File: src/rtl/alu_issue.sv
// Command FIFO in front of an external combinational ALU, plus a registered
// result stage with valid/ready. Optional signed-overflow flag: ALU_ISSUE_OVF_EN.
module alu_issue #(
    parameter int DEPTH = 4,
    parameter int W     = 32
) (
    input  logic                     clk,
    input  logic                     rst_n,
    input  logic                     in_valid,
    output logic                     in_ready,
    input  logic [1:0]               in_c,
    input  logic [W-1:0]             in_a,
    input  logic [W-1:0]             in_b,
    output logic [1:0]               alu_c,
    output logic [W-1:0]             alu_a,
    output logic [W-1:0]             alu_b,
    input  logic [W-1:0]             alu_y,
    output logic                     out_valid,
    input  logic                     out_ready,
    output logic [W-1:0]             out_y,
    output logic [1:0]               out_c,
    output logic                     out_zero,
    output logic                     out_neg,
    output logic                     out_ovf,
    output logic [$clog2(DEPTH):0]   count
);
    localparam int AW = $clog2(DEPTH);

    typedef struct packed {
        logic [1:0]   c;
        logic [W-1:0] a;
        logic [W-1:0] b;
    } cmd_t;

    cmd_t          mem_q [DEPTH];
    cmd_t          wr_cmd;
    cmd_t          head;
    logic [AW-1:0] wr_ptr_q, wr_ptr_d;
    logic [AW-1:0] rd_ptr_q, rd_ptr_d;
    logic [AW:0]   count_q, count_d;
    logic          empty, full, push, pop;

    logic          out_valid_q, out_valid_d;
    logic [W-1:0]  out_y_q, out_y_d;
    logic [1:0]    out_c_q, out_c_d;
    logic          out_zero_q, out_zero_d;
    logic          out_neg_q, out_neg_d;

    assign empty    = (count_q == '0);
    assign full     = (count_q == (AW+1)'(DEPTH));
    assign in_ready = !full;
    assign push     = in_valid && !full;
    assign pop      = !empty && (!out_valid_q || out_ready);

    assign wr_cmd = '{c: in_c, a: in_a, b: in_b};

    // Head entry feeds the ALU; forced to zero when nothing is queued.
    assign head  = empty ? cmd_t'('0) : mem_q[rd_ptr_q];
    assign alu_c = head.c;
    assign alu_a = head.a;
    assign alu_b = head.b;

    // Storage carries no reset: entries are only read while count covers them.
    always_ff @(posedge clk) begin
        if (push) mem_q[wr_ptr_q] <= wr_cmd;
    end

    always_comb begin
        wr_ptr_d = wr_ptr_q;
        rd_ptr_d = rd_ptr_q;
        count_d  = count_q;
        if (push) wr_ptr_d = wr_ptr_q + AW'(1);
        if (pop)  rd_ptr_d = rd_ptr_q + AW'(1);
        case ({push, pop})
            2'b10:   count_d = count_q + (AW+1)'(1);
            2'b01:   count_d = count_q - (AW+1)'(1);
            default: count_d = count_q;
        endcase
    end

    always_ff @(posedge clk or negedge rst_n) begin
        if (!rst_n) begin
            wr_ptr_q <= '0;
            rd_ptr_q <= '0;
            count_q  <= '0;
        end else begin
            wr_ptr_q <= wr_ptr_d;
            rd_ptr_q <= rd_ptr_d;
            count_q  <= count_d;
        end
    end

    // Capture on pop; otherwise a handshake with nothing queued drains the slot.
    always_comb begin
        out_valid_d = out_valid_q;
        out_y_d     = out_y_q;
        out_c_d     = out_c_q;
        out_zero_d  = out_zero_q;
        out_neg_d   = out_neg_q;
        if (pop) begin
            out_valid_d = 1'b1;
            out_y_d     = alu_y;
            out_c_d     = head.c;
            out_zero_d  = (alu_y == '0);
            out_neg_d   = alu_y[W-1];
        end else if (out_valid_q && out_ready) begin
            out_valid_d = 1'b0;
        end
    end

    always_ff @(posedge clk or negedge rst_n) begin
        if (!rst_n) begin
            out_valid_q <= 1'b0;
            out_y_q     <= '0;
            out_c_q     <= '0;
            out_zero_q  <= 1'b0;
            out_neg_q   <= 1'b0;
        end else begin
            out_valid_q <= out_valid_d;
            out_y_q     <= out_y_d;
            out_c_q     <= out_c_d;
            out_zero_q  <= out_zero_d;
            out_neg_q   <= out_neg_d;
        end
    end

`ifdef ALU_ISSUE_OVF_EN
    logic out_ovf_q, ovf_calc;

    always_comb begin
        ovf_calc = 1'b0;
        case (head.c)
            2'b00:   ovf_calc = (head.a[W-1] == head.b[W-1]) && (alu_y[W-1] != head.a[W-1]);
            2'b01:   ovf_calc = (head.a[W-1] != head.b[W-1]) && (alu_y[W-1] != head.a[W-1]);
            default: ovf_calc = 1'b0;
        endcase
    end

    always_ff @(posedge clk or negedge rst_n) begin
        if (!rst_n)   out_ovf_q <= 1'b0;
        else if (pop) out_ovf_q <= ovf_calc;
    end

    assign out_ovf = out_ovf_q;
`else
    assign out_ovf = 1'b0;
`endif

    assign out_valid = out_valid_q;
    assign out_y     = out_y_q;
    assign out_c     = out_c_q;
    assign out_zero  = out_zero_q;
    assign out_neg   = out_neg_q;
    assign count     = count_q;

endmodule

File: config.mk
export PLATFORM = sky130hd
export DESIGN_NAME = alu_issue
export DESIGN_NICKNAME = d
export VERILOG_FILES = /design/src/rtl/alu_issue.sv
export SDC_FILE = /design/constraint.sdc
export NUM_CORES = 1
export LEC_CHECK = 0
export CAP_MARGIN = 20
export CORE_MARGIN = 10
export CORE_UTILIZATION = 57
export CTS_CLUSTER_DIAMETER = 150
export DETAILED_ROUTE_END_ITERATION = 16
export PLACE_DENSITY = 0.89
export SETUP_SLACK_MARGIN = 0.02
export SYNTH_ARGS = -nofsm -noshare
export SYNTH_HDL_FRONTEND = slang
export SYNTH_SLANG_ARGS = --single-unit
File: constraint.sdc
create_clock -name clk -period 3.9 [get_ports clk]
set_input_delay 0.39 -clock clk [delete_from_list [all_inputs] [get_ports clk]]
set_output_delay 0.39 -clock clk [all_outputs]
set_load 0.005 [all_outputs]
==> metrics.txt <==
status finished, violations left; failing checks hold timing; largest family of logic cells by synthesized area multiplexers; commonest non-fill, non-tap cells in the layout 264 x edfxtp_1, 207 x clkdlybuf4s50_1, 67 x and2_1, 66 x mux4_2, 41 x dfrtp_1; Clk pin slew, worst setup/hold paths 70 ps; fin nets 870; Worst EP arrival 3060 ps; total core area 20400 um2; LEAKAGE 5.14 nW; final clock skew 8.79 ps; adder-cell share of the synthesized area 0.00697; Die Area 26900 um2; worst-path cell chain buf_4 > mux4_2 > and2_1 > clkdlybuf4s50_1; syn_area_per_cell 21.7 um2; Post-DRT Antenna Nets 0; Vias 6005; Routed WL per cell 24.5 um; CTS Buffer Depth 3; DR vias/cell 5.68; Rel. slew slack 0.324; GR Overflow Total 0; synth warn 0; most common cell after layout, fill and taps aside edfxtp_1; RSZ-0062 raised after global routing false; kind of critical path reg -> out; VDD IR max 0.579 mV; CP Max Fanout 33; Simple-Gate Fraction of Synth Area 0.0475; H-Tree Depth 1; post-CTS setup buffer count 0; Post-CTS Hold Fix Bufs 0; drt first pass iters 4; Post-Synth XOR/XNOR Area 0.00444; DR iter-0 viols 450; layout cells sized above 1 0.210; WHS -6.29 ps; Worst Tran Pin Value 1010 ps; Final Max Slew Viols 0; Yosys cell types 30; FF+latch count, synth 307; highest clock rate 0.290 GHz; clk_lat worst skew 540 ps; post-synthesis cell area 11800 um2; global-route wire length before repair 39300 um; Syn Inst Count 547; fin worst setup slack 450 ps; Routed WL 25900 um; Hold WC Path Type in -> async; vias in the first global route 6649; gpl congestion 0.814; Layout area overhead 28.1%; worst path bufs/invs 2; CP top delay family flip-flops; power per cell area 788 nW/um2; Fin Setup TNS 0 ps; setup slack at placement 974 ps; Final period util 0.885; Initial Util 0.582; Root Buffer clkbuf_16; Crit-path slowest cell dfrtp_4; die height 164 um; largest net degree at the start of global routing 68; TritonCTS Sinks 307; initial antenna violation count 1; I/O Buffers 208; CP required 3510 ps; GRT Util Overall 0.189; Synth Area in Compound Gates 0.00148; Seq/Total Area, Yosys 0.760; Max-Cap Viols 0; final setup vio count 0; IO Pins 210; post-synthesis mux area share 0.160; Final Hold Viols 2; DRC Markers 0; slowest stage delay, CP 880 ps; CP Capture Type output pin; crit path launch type register; syn nets 655; Post-CTS Resized 0; Final min period 3450 ps; CTS tree yes; detailed placement HPWL 16500 um; num rows 52; TritonCTS Buffers 30; Die Width 164 um
[final cells by class]
cell class	count	area, um2
Antenna cell	1	2.50
Clock buffer	33	783
Clock inverter	23	274
Fill cell	1127	5190
Inverter	7	26.3
Multi-Input combinational cell	205	2630
Sequential cell	307	9010
Tap cell	270	338
Timing Repair Buffer	211	2110
[metal layers]
| layer | vias up | wire length, um | global-route usage |
|---|---|---|---|
| met4 | 0 | 560 | 0.0548 |
| met1 | 3112 | 9630 | 0.235 |
| met3 | 43 | 1900 | 0.0368 |
| met2 | 231 | 13900 | 0.329 |
| met5 | - | 0 | 0 |
| li1 | 2619 | - | - |
[flip-flops by register name, indices dropped and copies added, names as in the netlist]
signal,count
count,3
mem_q,264
out_c,2
out_valid,1
out_y,32
out_zero,1
rd_ptr_q,2
wr_ptr_q,2
[cell families after synthesis]
family	Yosys count
other	1
multiplexers	102
adder cells (fa/ha/maj)	6
AND/OR/NAND/NOR	88
flip-flops	307
buffers and inverters	35
XOR/XNOR	6
AO/OA/AOI/OAI	2
[synth_stat cells]
cell / n / area (um2)
ha_1: 5 / 62.6
nand2_8: 1 / 20.0
mux4_2: 66 / 1490
or3b_1: 1 / 8.76
and3_1: 4 / 25.0
buf_12: 2 / 40.0
mux2i_1: 1 / 10.0
buf_2: 6 / 30.0
dfrtp_1: 43 / 1080
a21bo_2: 1 / 10.0
edfxtp_1: 264 / 7930
xor2_1: 2 / 17.5
nand2b_1: 2 / 12.5
xnor2_1: 4 / 35.0
nor4_1: 8 / 50.1
clkbuf_1: 8 / 30.0
or3_1: 1 / 6.26
buf_6: 4 / 45.0
buf_8: 1 / 15.0
nor2_1: 1 / 3.75
nand4_1: 2 / 12.5
conb_1: 1 / 3.75
fa_1: 1 / 20.0
o31ai_1: 1 / 7.51
nand3_1: 1 / 5.00
and2_1: 67 / 419
buf_4: 5 / 37.5
inv_1: 7 / 26.3
mux2_2: 35 / 394
buf_1: 2 / 7.51
[metrics by stage]
stage | std cells | area (um2) | power, mW | utilization
5_1_grt | 1056 | 15200 | 12.5 | 0.745
3_3_place_gp | 1000 | 14100 | 8.89 | 0.693
6_report | 1057 | 15200 | 12.0 | 0.745
4_1_cts | 1056 | 15200 | 12.1 | 0.745
3_5_place_dp | 1000 | 14100 | 9.06 | 0.693
2_1_floorplan | 547 | 11800 | 6.90 | -
[path summary, 6_finish.rpt]
check / from / endpoint / slack (ps) / cells past startpoint
max: rd_ptr_q[0] / alu_b[4] / 450 / 4
min: rst_n / out_y[21] / -6 / 1
max reg2reg: count[0] / count[2] / 1190 / 9
min reg2reg: out_c[0] / out_c[0] / 510 / 1
max in group asynchronous: rst_n / rd_ptr_q[0] / 3190 / 1
min in group clk: in_a[0] / mem_q[0][32] / 490 / 1
[power by group]
group / switching [mW] / leakage, nW / internal, mW
Sequential: 0.485 / 2.92 / 4.39
Clock: 1.19 / 0.522 / 1.85
Combinational: 1.56 / 1.70 / 2.49
Total: 3.23 / 5.14 / 8.73
Power figures use the tool's default switching activity.
